<file path="src/rtl/mp64_uart_host_pkg.sv">
// rtl/mp64_uart_host_pkg.sv - shared UART register map, status bits and host FSM encoding
// Purpose: constants and types imported by the UART host, its bus interface and its skid registers.
// Ports: none.
package mp64_uart_host_pkg;

  // UART MMIO register offsets
  localparam logic [3:0] UART_TX      = 4'h0;
  localparam logic [3:0] UART_RX      = 4'h1;
  localparam logic [3:0] UART_STATUS  = 4'h2;
  localparam logic [3:0] UART_CONTROL = 4'h3;

  // STATUS register bit indices
  localparam int STAT_TX_READY = 0;
  localparam int STAT_RX_AVAIL = 1;

  typedef enum logic [2:0] {
    ST_IDLE      = 3'd0,
    ST_STAT_REQ  = 3'd1,
    ST_STAT_WAIT = 3'd2,
    ST_TX_REQ    = 3'd3,
    ST_RX_REQ    = 3'd4,
    ST_XFER_WAIT = 3'd5
  } host_state_e;

  typedef enum logic {
    DIR_TX = 1'b0,
    DIR_RX = 1'b1
  } dir_e;

endpackage

</file>
<file path="src/rtl/mp64_uart_host_if.sv">
// rtl/mp64_uart_host_if.sv - MMIO register port between the UART host and the UART peripheral
// Purpose: groups the single-beat register bus.
// Signals: req (1-cycle request), addr[3:0], wdata[7:0], wen from the master;
//          rdata[7:0] and ack (one cycle after req) from the slave.
interface mp64_uart_host_if;
  logic       req;
  logic [3:0] addr;
  logic [7:0] wdata;
  logic       wen;
  logic [7:0] rdata;
  logic       ack;

  modport master (output req, output addr, output wdata, output wen,
                  input  rdata, input ack);
  modport slave  (input  req, input  addr, input  wdata, input  wen,
                  output rdata, output ack);
endinterface

</file>
<file path="src/rtl/mp64_byte_skid.sv">
// rtl/mp64_byte_skid.sv - one-entry byte holding register with valid flag
// Purpose: holds a single byte between a producer event (load) and a consumer event (clr).
// Ports: clk, rst_n (sync, active-low), load/load_data (capture a byte),
//        clr (drop the held byte), valid/data (held state).
module mp64_byte_skid (
  input  logic       clk,
  input  logic       rst_n,
  input  logic       load,
  input  logic [7:0] load_data,
  input  logic       clr,
  output logic       valid,
  output logic [7:0] data
);

  logic       valid_q, valid_d;
  logic [7:0] data_q,  data_d;

  // Callers never load and clear in the same cycle; load wins if they did.
  always_comb begin
    valid_d = valid_q;
    data_d  = data_q;
    if (load) begin
      valid_d = 1'b1;
      data_d  = load_data;
    end else if (clr) begin
      valid_d = 1'b0;
    end
  end

  always_ff @(posedge clk) begin
    if (!rst_n) begin
      valid_q <= 1'b0;
      data_q  <= 8'h00;
    end else begin
      valid_q <= valid_d;
      data_q  <= data_d;
    end
  end

  assign valid = valid_q;
  assign data  = data_q;

endmodule

</file>
<file path="src/rtl/mp64_uart_host.sv">
// rtl/mp64_uart_host.sv - bus initiator bridging byte streams to the UART MMIO registers
// Purpose: polls UART_STATUS, writes held TX bytes to UART_TX, reads UART_RX into an output register.
// Ports: clk, rst_n (sync, active-low), en (stop issuing new requests when low),
//        s_tdata/s_tvalid/s_tready (TX bytes in), m_tdata/m_tvalid/m_tready (RX bytes out),
//        bus (MMIO master port), err (sticky ack timeout).
module mp64_uart_host
  import mp64_uart_host_pkg::*;
#(
  parameter int unsigned POLL_GAP    = 16,
  parameter int unsigned ACK_TIMEOUT = 15,
  parameter int unsigned RX_FIRST    = 1
) (
  input  logic                     clk,
  input  logic                     rst_n,
  input  logic                     en,
  input  logic [7:0]               s_tdata,
  input  logic                     s_tvalid,
  output logic                     s_tready,
  output logic [7:0]               m_tdata,
  output logic                     m_tvalid,
  input  logic                     m_tready,
  mp64_uart_host_if.master         bus,
  output logic                     err
);

  localparam logic [7:0] GAP_LAST = 8'(POLL_GAP - 1);
  localparam logic [7:0] TO_LAST  = 8'(ACK_TIMEOUT - 1);

  host_state_e state_q, state_d;
  logic [7:0]  gap_q,   gap_d;
  logic [7:0]  wait_q,  wait_d;
  dir_e        prio_q,  prio_d;
  dir_e        xdir_q,  xdir_d;
  logic        err_q,   err_d;

  logic       tx_hold_v;
  logic [7:0] tx_hold_data;
  logic       tx_load, tx_done, rx_done, tx_pending;
  logic       rx_ok, tx_ok;
  dir_e       pick;
  logic       req_o, wen_o;
  logic [3:0] addr_o;
  logic [7:0] wdata_o;

  assign tx_load    = s_tvalid && !tx_hold_v;
  // A byte captured this cycle counts as held so the STATUS poll starts next cycle.
  assign tx_pending = tx_hold_v || tx_load;

  mp64_byte_skid u_tx_hold (
    .clk       (clk),
    .rst_n     (rst_n),
    .load      (tx_load),
    .load_data (s_tdata),
    .clr       (tx_done),
    .valid     (tx_hold_v),
    .data      (tx_hold_data)
  );

  mp64_byte_skid u_rx_out (
    .clk       (clk),
    .rst_n     (rst_n),
    .load      (rx_done),
    .load_data (bus.rdata),
    .clr       (m_tvalid && m_tready),
    .valid     (m_tvalid),
    .data      (m_tdata)
  );

  always_comb begin
    state_d = state_q;
    gap_d   = gap_q;
    wait_d  = wait_q;
    prio_d  = prio_q;
    xdir_d  = xdir_q;
    err_d   = err_q;
    tx_done = 1'b0;
    rx_done = 1'b0;
    rx_ok   = 1'b0;
    tx_ok   = 1'b0;
    pick    = prio_q;
    req_o   = 1'b0;
    wen_o   = 1'b0;
    addr_o  = 4'h0;
    wdata_o = 8'h00;

    case (state_q)
      ST_IDLE: begin
        wait_d = 8'h00;
        if (en && tx_pending) begin
          state_d = ST_STAT_REQ;
          gap_d   = 8'h00;
        end else if (en && !m_tvalid) begin
          if (gap_q == GAP_LAST) begin
            state_d = ST_STAT_REQ;
            gap_d   = 8'h00;
          end else begin
            gap_d = gap_q + 8'd1;
          end
        end else begin
          gap_d = 8'h00;
        end
      end

      ST_STAT_REQ: begin
        req_o   = 1'b1;
        addr_o  = UART_STATUS;
        wait_d  = 8'h00;
        state_d = ST_STAT_WAIT;
      end

      ST_STAT_WAIT: begin
        if (bus.ack) begin
          wait_d = 8'h00;
          rx_ok  = bus.rdata[STAT_RX_AVAIL] && !m_tvalid;
          tx_ok  = bus.rdata[STAT_TX_READY] && tx_hold_v;
          if (rx_ok && tx_ok) pick = prio_q;
          else if (rx_ok)     pick = DIR_RX;
          else                pick = DIR_TX;
          // en dropping mid-poll lets the poll finish but starts no transfer.
          if (en && (rx_ok || tx_ok)) begin
            state_d = (pick == DIR_RX) ? ST_RX_REQ : ST_TX_REQ;
            xdir_d  = pick;
            prio_d  = (pick == DIR_RX) ? DIR_TX : DIR_RX;
          end else begin
            state_d = ST_IDLE;
          end
        end else if (wait_q == TO_LAST) begin
          err_d   = 1'b1;
          wait_d  = 8'h00;
          state_d = ST_IDLE;
        end else begin
          wait_d = wait_q + 8'd1;
        end
      end

      ST_TX_REQ: begin
        req_o   = 1'b1;
        wen_o   = 1'b1;
        addr_o  = UART_TX;
        wdata_o = tx_hold_data;
        wait_d  = 8'h00;
        state_d = ST_XFER_WAIT;
      end

      ST_RX_REQ: begin
        req_o   = 1'b1;
        addr_o  = UART_RX;
        wait_d  = 8'h00;
        state_d = ST_XFER_WAIT;
      end

      ST_XFER_WAIT: begin
        if (bus.ack) begin
          tx_done = (xdir_q == DIR_TX);
          rx_done = (xdir_q == DIR_RX);
          wait_d  = 8'h00;
          state_d = ST_IDLE;
        end else if (wait_q == TO_LAST) begin
          // Held TX byte stays put and will be retried after the next poll.
          err_d   = 1'b1;
          wait_d  = 8'h00;
          state_d = ST_IDLE;
        end else begin
          wait_d = wait_q + 8'd1;
        end
      end

      default: state_d = ST_IDLE;
    endcase
  end

  always_ff @(posedge clk) begin
    if (!rst_n) begin
      state_q <= ST_IDLE;
      gap_q   <= 8'h00;
      wait_q  <= 8'h00;
      prio_q  <= (RX_FIRST != 0) ? DIR_RX : DIR_TX;
      xdir_q  <= DIR_TX;
      err_q   <= 1'b0;
    end else begin
      state_q <= state_d;
      gap_q   <= gap_d;
      wait_q  <= wait_d;
      prio_q  <= prio_d;
      xdir_q  <= xdir_d;
      err_q   <= err_d;
    end
  end

  assign bus.req   = req_o;
  assign bus.wen   = wen_o;
  assign bus.addr  = addr_o;
  assign bus.wdata = wdata_o;
  assign s_tready  = !tx_hold_v;
  assign err       = err_q;

endmodule

</file>
<file path="src/flat_wrapper.sv">
// flat-port wrapper written by rule: the top's interface ports become plain ports
module mp64_uart_host_flat import mp64_uart_host_pkg::*;
#(
  parameter int unsigned POLL_GAP    = 16,
  parameter int unsigned ACK_TIMEOUT = 15,
  parameter int unsigned RX_FIRST    = 1
)
  (clk, rst_n, en, s_tdata, s_tvalid, s_tready, m_tdata, m_tvalid, m_tready, err, bus_req, bus_addr, bus_wdata, bus_wen, bus_rdata, bus_ack);
  mp64_uart_host_if bus_i ();
  input  logic clk;
  input  logic rst_n;
  input  logic en;
  input  logic [7:0] s_tdata;
  input  logic s_tvalid;
  output logic s_tready;
  output logic [7:0] m_tdata;
  output logic m_tvalid;
  input  logic m_tready;
  output logic err;
  output wire logic [$bits(bus_i.req)-1:0] bus_req;
  output wire logic [$bits(bus_i.addr)-1:0] bus_addr;
  output wire logic [$bits(bus_i.wdata)-1:0] bus_wdata;
  output wire logic [$bits(bus_i.wen)-1:0] bus_wen;
  input wire logic [$bits(bus_i.rdata)-1:0] bus_rdata;
  input wire logic [$bits(bus_i.ack)-1:0] bus_ack;
  assign bus_req = bus_i.req;
  assign bus_addr = bus_i.addr;
  assign bus_wdata = bus_i.wdata;
  assign bus_wen = bus_i.wen;
  assign bus_i.rdata = bus_rdata;
  assign bus_i.ack = bus_ack;
  mp64_uart_host #(.POLL_GAP(POLL_GAP), .ACK_TIMEOUT(ACK_TIMEOUT), .RX_FIRST(RX_FIRST)) u_core (.clk(clk), .rst_n(rst_n), .en(en), .s_tdata(s_tdata), .s_tvalid(s_tvalid), .s_tready(s_tready), .m_tdata(m_tdata), .m_tvalid(m_tvalid), .m_tready(m_tready), .bus(bus_i), .err(err));
endmodule
</file>
<file path="config.mk">
export PLATFORM = sky130hd
export DESIGN_NAME = mp64_uart_host_flat
export DESIGN_NICKNAME = d
export VERILOG_FILES = /design/src/rtl/mp64_uart_host_pkg.sv /design/src/rtl/mp64_uart_host_if.sv /design/src/rtl/mp64_byte_skid.sv /design/src/rtl/mp64_uart_host.sv /design/src/flat_wrapper.sv
export SDC_FILE = /design/constraint.sdc
export NUM_CORES = 1
export LEC_CHECK = 0
export BUFFER_PORTS_ARGS = -buffer_cell sky130_fd_sc_hd__buf_2
export CAP_MARGIN = 20
export CELL_PAD_IN_SITES_DETAIL_PLACEMENT = 0
export CELL_PAD_IN_SITES_GLOBAL_PLACEMENT = 2
export CORE_UTILIZATION = 28
export CTS_CLUSTER_SIZE = 40
export DETAILED_ROUTE_END_ITERATION = 16
export GPL_TIMING_DRIVEN = 1
export HOLD_SLACK_MARGIN = 0.12
export PLACE_DENSITY_LB_ADDON = 0.1
export SYNTH_ARGS = -nofsm -noshare
export SYNTH_HDL_FRONTEND = slang
export SYNTH_SLANG_ARGS = --single-unit
</file>
<file path="constraint.sdc">
create_clock -name clk -period 1.75 [get_ports clk]
set_clock_uncertainty 0.2 [all_clocks]
set_input_delay 0.35 -clock clk [delete_from_list [all_inputs] [get_ports clk]]
set_output_delay 0.35 -clock clk [all_outputs]
set_load 0.05 [all_outputs]
</file>
Yosys cells after proc, flatten, opt, wreduce, memory -nomap -nowiden
Cells that the tools add are included.
Widths: inputs -> output; s select.
{ "totals": {"reg_bits": 40, "in_bits": 22, "romBits": 0, "wordCells": 78, "output_inout_bits": 25, "ram_bits": 0, "latchBits": 0, "mem_count": 0} }
{ "op_classes": {"div": 0, "bitwise_logic": 2, "addsub": 2, "reduce_logical": 23, "n_mux": 32, "eq_ne": 9, "n_shift": 0, "order_cmp": 0, "n_mul": 0} }
{ "ops": {"columns": ["op", "count"], "rows": [
  ["$mux 8", 6],
  ["$mux 3", 8],
  ["$add 8x1->8 const B", 2],
  ["$eq 8x4->1 const B", 2],
  ["$pmux 8 s2", 1],
  ["$mux 1", 15],
  ["$pmux 3 s5", 1],
  ["$logic_and 1x1->1", 8],
  ["$eq 3x2->1 const B", 2],
  ["$eq 3x3->1 const B", 2],
  ["$ne 3x1->1 const B", 2],
  ["$reduce_and 3->1", 2],
  ["$reduce_bool 2->1", 3],
  ["$pmux 2 s2", 1],
  ["$reduce_or 2->1", 2],
  ["$reduce_or 4->1", 1],
  ["$eq 3x1->1 const B", 1],
  ["$logic_not 3->1", 1],
  ["$reduce_or 3->1", 1],
  ["$logic_not 1->1", 2],
  ["$logic_or 1x1->1", 2],
  ["$not 1->1", 2],
  ["$reduce_and 2->1", 1]
]} }

Depth between registers and ports, before layout
Gate-level depths: netlist of run 1.
{ "depth": {"word_depth": 10, "ltp_mapped": 6, "depth_no_buf": 6} }

Cells and area by module
Synthesis of run 1 repeated with hierarchy kept, for this count alone.
{ "unflattened": {"cells_unflattened": 220, "area_unflattened_um2": 2107.0} }
{ "by_module_without_submodules": {"columns": ["mod", "area_each_um2", "instances", "cells_per_inst", "seq_area_each_um2"], "rows": [
  ["mp64_uart_host", 1436.4, 1, 164, 440.4],
  ["mp64_byte_skid", 335.3, 2, 28, 180.2]
]} }

Worst setup path before layout of run 1
OpenSTA, ideal clock, no wires.
{ "synth_path": {"kind": "flip-flop to output port", "start": "register u_core.state_q[0]", "end": "output port bus_wdata[0]", "n_path_buf": 0, "stages_incl_launch_ff": 4, "setup_slack_ns": -0.665, "arrival_ns": 1.865, "path_cell_list": "dfxtp_1 -> nand2b_1 -> nor2_1 -> and2_1"} }
{ "synth_between": {"elab_chain_len": 2} }
{ "synth_lines": {"columns": ["item", "line_no", "source"], "rows": [
  ["from (decl)", "mp64_uart_host.sv:29", "host_state_e state_q, state_d;"],
  ["from (signal assigned)", "mp64_uart_host.sv:181", "state_q <= state_d;"],
  ["$eq 3x2->1", "mp64_uart_host.sv:86", "case (state_q)"],
  ["$mux 8", "mp64_uart_host.sv:86", null],
  ["to (decl)", "flat_wrapper.sv:22", "output wire logic [$bits(bus_i.wdata)-1:0] bus_wdata;"]
]} }
No other way between the ends.

Worst setup path after layout of run 1
{ "layout_path": {"start": "register u_core.state_q[0]", "end": "output port bus_req"} }
{ "layout_between": {"elab_chain_len": 3, "word_cells_on_any_way": 5, "cone_classes": "3 x eq/ne; 1 x mux; 1 x reduce/logical"} }
{ "layout_lines": {"columns": ["item", "line_no", "source"], "rows": [
  ["$eq 3x1->1, or another cell as far along", "mp64_uart_host.sv:86", null],
  ["$reduce_or 3->1 (no source line) (*)", null, null],
  ["$mux 1 (*)", "mp64_uart_host.sv:86", null],
  ["to (decl)", "flat_wrapper.sv:20", "output wire logic [$bits(bus_i.req)-1:0] bus_req;"]
]} }
Every way passes the cells marked *; elsewhere a longest branch is shown, timed or not.

==> results of run 1 <==
[worst max-delay path, delay by kind of cell, from the launching register on]
family,cells,cell delay (ps)
AND/OR/NAND/NOR,1,160
AO/OA/AOI/OAI,1,160
buffers and inverters,3,290
flip-flops,1,410
[kinds of logic after synthesis]
group           after synthesis
xor+xnor                      5
flops                        40
other cells                   1
compound gates               42
simple gates                 93
mux                          17
buf+inv                      20
fa+ha+maj                     3
[power breakdown]
group	internal, W	switching, W	leakage (nW)	total [W]
sequential	0.000925	0.0000177	0.327	0.000943
combinational	0.000200	0.000178	1.10	0.000377
clock	0.000422	0.000355	0.0541	0.000777
[cell type report]
cell class              count  area, µm²
clock buffers               5       68.8
clock inverters             3       42.5
fillers                   698       3540
inverters                   8       32.5
multi-input cells         163       1240
flip-flops and latches     40        817
well taps                  96        120
repair buffers            116        970
[synthesized netlist by cell type (2+ instances only)]
| cell type | n |
|---|---|
| nor2b_1 | 3 |
| mux2i_1 | 17 |
| xor2_1 | 4 |
| and2_1 | 9 |
| nand2b_1 | 5 |
| a21o_1 | 3 |
| and3_1 | 8 |
| nor2_1 | 25 |
| nand2_1 | 14 |
| dfxtp_1 | 40 |
| inv_1 | 7 |
| a32oi_1 | 3 |
| buf_6 | 2 |
| nand3_1 | 7 |
| nand3b_1 | 4 |
| a31oi_1 | 6 |
| buf_4 | 2 |
| ha_1 | 3 |
| nand4_1 | 5 |
| clkbuf_1 | 7 |
| nor3_1 | 4 |
| o211ai_1 | 3 |
| o21ai_0 | 6 |
| a21oi_1 | 8 |
[routing by layer]
metal | vias to the layer above | GRT usage [%] | share of wire [%] | wire length [µm]
met5 | - | 0 | 0 | 0
met4 | 0 | 4.09 | 0.91 | 51
met3 | 7 | 4.43 | 5.0 | 280
met2 | 42 | 26.4 | 49 | 2760
met1 | 942 | 19.3 | 45 | 2490
li1 | 1014 | - | - | -
[sequential cells by signal (all words and copies together) (netlist names)]
name	cells
u_core.u_rx_out.valid	1
u_core.u_tx_hold.valid	1
u_core.prio_q	1
u_core.err	1
u_core.u_rx_out.data	8
u_core.wait_q	8
u_core.xdir_q	1
u_core.u_tx_hold.data	8
u_core.state_q	3
u_core.gap_q	8
[through the flow]
step | util [%] | total power [W] | setup TNS [ps]
finish | 48.1 | 0.00210 | -1040
global route | 48.1 | 0.00219 | -2320
CTS | 44.9 | 0.00208 | -1290
detailed placement | 37.8 | 0.00122 | -423
global placement | 37.8 | 0.00122 | -328
floorplan | - | 0.00112 | -279
[repair_timing]
item / CTS / global route
setup endpoints to repair: 19 / 39
hold endpoints to repair: 16 / 0
cloned: 1 / 1
gates resized for setup: 41 / 35
pin swaps: 8 / 11
hold buffers: 16 / 0
buffers inserted: 12 / 9
[worst max-delay path by stage]
stage                                start         endpoint  cells past startpoint
floorplan                u_core.state_q[0]     bus_wdata[0]                      3
global placement                  s_tvalid  u_core.gap_q[7]                      5
detailed placement                s_tvalid  u_core.gap_q[7]                      5
CTS                      u_core.state_q[2]     bus_wdata[5]                      4
global route        u_core.u_tx_hold.valid  u_core.gap_q[7]                      4
finish                   u_core.state_q[0]          bus_req                      5
==> results.cfg, run 1 <==
[run_status]
status = complete, but fails checks
failed_checks = setup timing

[yosys]
synth_top_family_by_area = simple AND/OR/NAND/NOR gates
synth-xor-area-share_pct = 2.21
syn_avg_cell_area_um2 = 8.97
synth_area_um2 = 1980
synth_edf_count = 0
synthArstFlopShare_pct = 0
ys_top_cells_by_area = dfxtp_1 (40%), mux2i_1 (8.6%), nor2_1 (4.7%)
yosys_most_used_dff = dfxtp_1
yosysSeqAreaShare_pct = 40.4
synthSimpleGateAreaFrac_pct = 25.4
synth_top_area_cell = dfxtp_1
yosysWarnings = 0
synth_seq_cells = 40
yosysUniqueCellTypes = 50
synth_compound_area_share_pct = 16.4
synthCells = 221
synth_adder_area_share_pct = 1.89
synth_top_area_share_pct = 40.4
synthMuxAreaShare_pct = 8.59

[critical_path]
worstPathMaxFanout = 5
cp.required_ps = 1200
critPathSlowestCell = dfxtp_4
critPathMaxStageDelay_ps = 410
path_cells = buf_6, inv_4, and3_4, o21bai_4, buf_6
cp.arrival_ps = 1310
worst_r2r_path_depth = 4
r2r-start = u_core.u_tx_hold.valid
reg2reg_slack_ps = -60
path_common_cell = buf_6
rr_endpoint = u_core.gap_q[7]
cp-start-kind = register
path_class = register to output pin
endpoint_kind = output pin

[sta]
max_freq_ghz = 0.536
whs_ps = 148
layout_setup_ws_ps = -114
post-route-period-util_pct = 107
fin_crit_ps = 1860
finalSetupViolations = 15
hold_viol = 0
grt_setup_unrepaired = true
drv_slew = 0

[placed_design]
io_buffers = 44
gp_congestion = 0.787
dp_hpwl_um = 3810
placed_area_um2 = 2580
place_ws_ps = -129
post-place-cells = 386

[clocking]
cts_num_sinks = 40
cts_tree = done
clkTransAtPathRegs_ps = 80
cts_buffer_depth = 2
root_buffer = clkbuf_8
clk_latency_ps = 300
numCtsBuffers = 5
cts.htree.levels = 2

[floorplanning]
die_height_um = 86.1
coreArea_um2 = 6830
fp.dieW_um = 86.1
rows = 30
die_area_um2 = 7420
start_util_pct = 29.0
io_pins = 47

[detailed_routing]
dr.pass1.iters = 4
viasPerCell = 4.65
drt-total-wl_um = 5580
final_antenna_net_count = 0
first_iter_violations = 58
wire_per_inst_um = 12.9
drc = 0
vias = 2005

[worst_hold_path]
hold_start = bus_rdata[0]
hp-class = input pin to register
holdPathStages = 3
hold_path_end = u_core.u_rx_out.data[0]

[power]
peakVddDrop_mv = 0.302
power_density_nw_per_um2 = 638
cellLeakagePower_nw = 1.48

[global_route]
grt_start_max_net_pins = 18
grt_pass1_wl_um = 9160
grt_pass1_vias = 1942
antenna_found_initial = 0
grt_overflow = 0
grtUsageTotal_pct = 15.6

[layout]
final_common_cell = buf_4
mostFrequentLayoutCells = buf_4 (46), dfxtp_1 (35), buf_2 (32)
fin_area_um2 = 3290
drive_gt1_share_pct = 43.9
diodes = 0
areaGrowthSynthToFinish_pct = 65.9
stdcell_count = 431
nNetsFinal = 359

[run]
maxCapViolations = 0
Note: power is estimated with default switching activity, not from simulation.
==> run 2: changes to the inputs <==
--- a/config.mk
+++ b/config.mk
@@ -5,13 +5,13 @@
 export SDC_FILE = /design/constraint.sdc
 export NUM_CORES = 1
 export LEC_CHECK = 0
-export BUFFER_PORTS_ARGS = -buffer_cell sky130_fd_sc_hd__buf_2
 export CAP_MARGIN = 20
 export CELL_PAD_IN_SITES_DETAIL_PLACEMENT = 0
 export CELL_PAD_IN_SITES_GLOBAL_PLACEMENT = 2
-export CORE_UTILIZATION = 28
+export CORE_UTILIZATION = 33
 export CTS_CLUSTER_SIZE = 40
 export DETAILED_ROUTE_END_ITERATION = 16
+export DONT_BUFFER_PORTS = 1
 export GPL_TIMING_DRIVEN = 1
 export HOLD_SLACK_MARGIN = 0.12
 export PLACE_DENSITY_LB_ADDON = 0.1
==> results.cfg, run 2 (synthesis results as in run 1) <==
[run_status]
status = complete, but fails checks
failed_checks = setup timing

[layout]
final_util_pct = 50.0
diodes = 0
areaGrowthSynthToFinish_pct = 42.4
nFillCells = 520
final_common_cell = dfxtp_1
nNetsFinal = 304
drive_gt1_share_pct = 29.3
fin_area_um2 = 2820
stdcell_count = 352
mostFrequentLayoutCells = dfxtp_1 (36), buf_4 (32), nor2_1 (24)

[floorplanning]
fp.dieW_um = 79.5
die_height_um = 79.5
die_area_um2 = 6320
io_pins = 47
rows = 27
start_util_pct = 35.1
coreArea_um2 = 5640

[critical_path]
worst_r2r_path_depth = 4
rr_endpoint = u_core.gap_q[7]
r2r-start = u_core.u_tx_hold.valid
path_class = register to output pin
cp-start-kind = register
endpoint_kind = output pin
reg2reg_slack_ps = -60
worstPathMaxFanout = 6
cp.required_ps = 1200
cp.arrival_ps = 1300

[global_route]
grtUsageTotal_pct = 18.2
grt_use_met2_pct = 28.3
grt_start_max_net_pins = 15
grt_overflow = 0
gr-usage-met1_pct = 24.6
use_met3_pct = 5.26
grt_pass1_vias = 1775
grt_pass1_wl_um = 8830
antenna_found_initial = 0
busiest_layer = met2

[worst_hold_path]
hold_path_end = u_core.state_q[2]
hold_start = rst_n
holdPathStages = 3
hp-class = input pin to register

[clocking]
numCtsBuffers = 5
clk_latency_ps = 290
root_buffer = clkbuf_8
clkTransAtPathRegs_ps = 90
cts_tree = done
cts_buffer_depth = 2
cts.htree.levels = 2
cts_num_sinks = 40

[detailed_routing]
dr.pass1.iters = 4
drc = 0
vias = 1804
viasPerCell = 5.13
drt-total-wl_um = 5460
first_iter_violations = 84
wire_per_inst_um = 15.5
final_antenna_net_count = 0

[sta]
max_freq_ghz = 0.542
finalSetupTns_ps = -934
hold_viol = 0
drv_slew = 0
grt_setup_unrepaired = true
maxSlewHeadroom_pct = 65.2
fin_crit_ps = 1850
layout_setup_ws_ps = -96.2
post-route-period-util_pct = 105
finalSetupViolations = 12
tightest_slew_ps = 521

[power]
power_density_nw_per_um2 = 670
peakVddDrop_mv = 0.355
cellLeakagePower_nw = 1.17

[placed_design]
post-place-cells = 315
placed_area_um2 = 2320
gp_congestion = 0.867
dp_hpwl_um = 3780
io_buffers = 0

[run]
maxCapViolations = 0
[run 2: layer usage]
layer / part of all wire [%] / wire length, µm
met4: 0.88 / 48
met1: 48 / 2630
met5: 0 / 0
met2: 45 / 2440
met3: 6.2 / 338
[run 2: per-stage QoR]
| stage | hold WS (ps) | worst slack (ps) | power [W] |
|---|---|---|---|
| after floorplan | 250 | -50.1 | 0.00112 |
| after global routing | 150 | -146 | 0.00198 |
| after detailed placement | 258 | -67.6 | 0.00118 |
| after CTS | 127 | -107 | 0.00189 |
| final | 137 | -96.2 | 0.00189 |
| after global placement | 248 | -36.1 | 0.00117 |
[run 2: power breakdown]
| group | switching, W | leakage (nW) | internal, W |
|---|---|---|---|
| clock | 0.000327 | 0.0445 | 0.000321 |
| sequential | 0.0000167 | 0.327 | 0.000925 |
| combinational | 0.000159 | 0.803 | 0.000142 |
| total | 0.000503 | 1.17 | 0.00139 |
[run 2: timing repair]
item / CTS / global route
setup buffers: 3 / 4
setup endpoints to repair: 22 / 35
gates resized for setup: 21 / 19
hold buffers: 21 / 0
hold endpoints to repair: 30 / 0
pin swaps: 11 / 13
gates cloned: 1 / 0
[run 2: final cells by class]
cell class	instances	area [µm²]	area share, %
multi-input cells	163	1230	43.5
flip-flops and latches	40	813	28.8
repair buffers	61	558	19.8
well taps	72	90.1	3.19
clock buffers	7	86.3	3.06
inverters	8	37.5	1.33
clock inverters	1	7.51	0.266
[run 2: worst max-delay path by stage]
stage | start | to | slack [ps] | depth (start not counted)
final | u_core.state_q[1] | bus_addr[1] | -100 | 5
after detailed placement | u_core.state_q[2] | u_core.gap_q[7] | -70 | 4
after CTS | u_core.state_q[2] | bus_wdata[0] | -110 | 3
after global routing | u_core.state_q[1] | bus_addr[1] | -150 | 5
after floorplan | u_core.state_q[0] | bus_wdata[0] | -50 | 3
after global placement | u_core.state_q[2] | u_core.gap_q[7] | -40 | 4
[run 2: critical path: stages (launching register included)]
cell	delay, ps
dfxtp_4	410
buf_6	100
and2b_2	240
nand2b_4	90
inv_4	40
buf_12	130
==> run 3: changes to the inputs <==
--- a/config.mk
+++ b/config.mk
@@ -15,6 +15,7 @@
 export GPL_TIMING_DRIVEN = 1
 export HOLD_SLACK_MARGIN = 0.12
 export PLACE_DENSITY_LB_ADDON = 0.1
+export REMOVE_ABC_BUFFERS = 1
 export SYNTH_ARGS = -nofsm -noshare
 export SYNTH_HDL_FRONTEND = slang
 export SYNTH_SLANG_ARGS = --single-unit
==> results.cfg, run 3 (synthesis results as in run 1) <==
[floorplanning]
rows = 27
die_height_um = 79.5
fp.dieW_um = 79.5
coreArea_um2 = 5640
io_pins = 47
die_area_um2 = 6320
start_util_pct = 35.1

[layout]
final_common_cell = buf_4
final_util_pct = 54.6
nNetsFinal = 321
diodes = 0
mostFrequentLayoutCells = buf_4 (37), dfxtp_1 (36), nor2_1 (23)
drive_gt1_share_pct = 35.8
areaGrowthSynthToFinish_pct = 55.5
nFillCells = 466

[sta]
maxSlewHeadroom_pct = 64.2
drv_slew = 0
hold_viol = 0
tightest_slew_ps = 537
max_freq_ghz = 0.531
grt_setup_unrepaired = true
finalSetupTns_ps = -1700
fin_crit_ps = 1880
finalSetupViolations = 21
whs_ps = 137
layout_setup_ws_ps = -134
post-route-period-util_pct = 108

[power]
seq_power_share_pct = 49.6
clkPwrFrac_pct = 31.1
p_comb_share_pct = 19.2
p_int_w = 0.00138
cellLeakagePower_nw = 1.29
peakVddDrop_mv = 0.432
finalPower_w = 0.00189
p_sw_w = 0.000510
swShare_pct = 27.0
power_density_nw_per_um2 = 614

[critical_path]
endpoint_kind = output pin
worstPathMaxFanout = 6
cp.required_ps = 1200
worst_r2r_path_depth = 5
path_cells = nand2b_4, nor2_4, buf_6, and2_4, buf_12
cp.arrival_ps = 1330
critPathSlowestCell = dfxtp_4
critPathMaxStageDelay_ps = 370
path_class = register to output pin
cp-start-kind = register

[detailed_routing]
dr.pass1.iters = 4
drt-total-wl_um = 5570
drc = 0
first_iter_violations = 82
viasPerCell = 5.18
final_antenna_net_count = 0
wire_per_inst_um = 15.1
vias = 1907

[global_route]
grt_pass1_vias = 2039
grt_pass1_wl_um = 9560
grtUsageTotal_pct = 19.3
grt_overflow = 0
grt_start_max_net_pins = 15
antenna_found_initial = 0

[clocking]
cts_num_sinks = 40
clk_latency_ps = 290
numCtsBuffers = 5
cts.htree.levels = 2
cts_buffer_depth = 2
clkTransAtPathRegs_ps = 80
root_buffer = clkbuf_8
cts_tree = done

[run_status]
failed_checks = setup timing
status = complete, but fails checks

[placed_design]
io_buffers = 0
gp_congestion = 0.838
dp_hpwl_um = 3590
place_ws_ps = -99.6

[worst_hold_path]
holdPathStages = 3
hp-class = input pin to register

[run]
maxCapViolations = 0
-- run 3: changes by cell type in the layout (fill, tap and decap cells not counted), moves of 2 or more --
cell / previous run / this run
buf_12: 2 / 10
buf_6: 3 / 10
buf_4: 32 / 37
a21oi_1: 7 / 5
a21oi_2: 1 / 3
and3_1: 7 / 5
o21ai_0: 6 / 4
o21ai_1: 0 / 2
-- run 3: worst paths after layout --
path	startpoint	end	slack, ps
setup reg to reg	u_core.state_q[0]	u_core.gap_q[7]	-90
hold / removal	bus_rdata[0]	u_core.state_q[2]	140
setup / recovery	u_core.state_q[2]	bus_wdata[4]	-130
hold reg to reg	u_core.wait_q[4]	u_core.wait_q[4]	300
-- run 3: layout make-up --
cell class	instances	area, µm²	share of cell area, %
clock buffers	5	68.8	2.23
inverters	8	35.0	1.14
well taps	72	90.1	2.92
clock inverters	2	12.5	0.406
flip-flops and latches	40	811	26.3
multi-input cells	162	1250	40.5
repair buffers	79	816	26.5
-- run 3: worst max-delay path: cells and delay by family, from the launching register on --
family	cells	cell delay [ps]
simple gates	3	410
flops	1	370
buf+inv	2	270
-- run 3: metrics by stage --
step                      cell area (µm²)  cells
after detailed placement             2440    323
after global placement               2440    323
after floorplan                      1920    210
final                                3080    368
after global routing                 3080    368
after CTS                            2910    362
-- run 3: metal layers --
layer	global-route usage [%]	vias up	wire length (µm)	part of all wire, %
met3	5.26	8	304	5.5
met2	34.4	50	2830	51
met1	22.5	911	2370	43
met4	5.27	0	61	1.1
met5	0	-	0	0
li1	-	938	-	-
-- run 3: timing repair --
item | CTS | global route
endpoints found under the setup margin | 20 | 37
hold buffers | 21 | 0
resized for setup | 33 | 30
buffers inserted | 10 | 6
pin swaps | 4 | 18
endpoints found under the hold margin | 29 | 0
gates cloned | 1 | 1
-- run 3: power by group through the flow --
stage	Sequential, W	Clock [W]	Combinational, W
after floorplan	0.000962	0	0.000132
after detailed placement	0.000961	0	0.000230
after global placement	0.000960	0	0.000228
after global routing	0.000941	0.000651	0.000389
after CTS	0.000939	0.000616	0.000317
final	0.000939	0.000589	0.000364
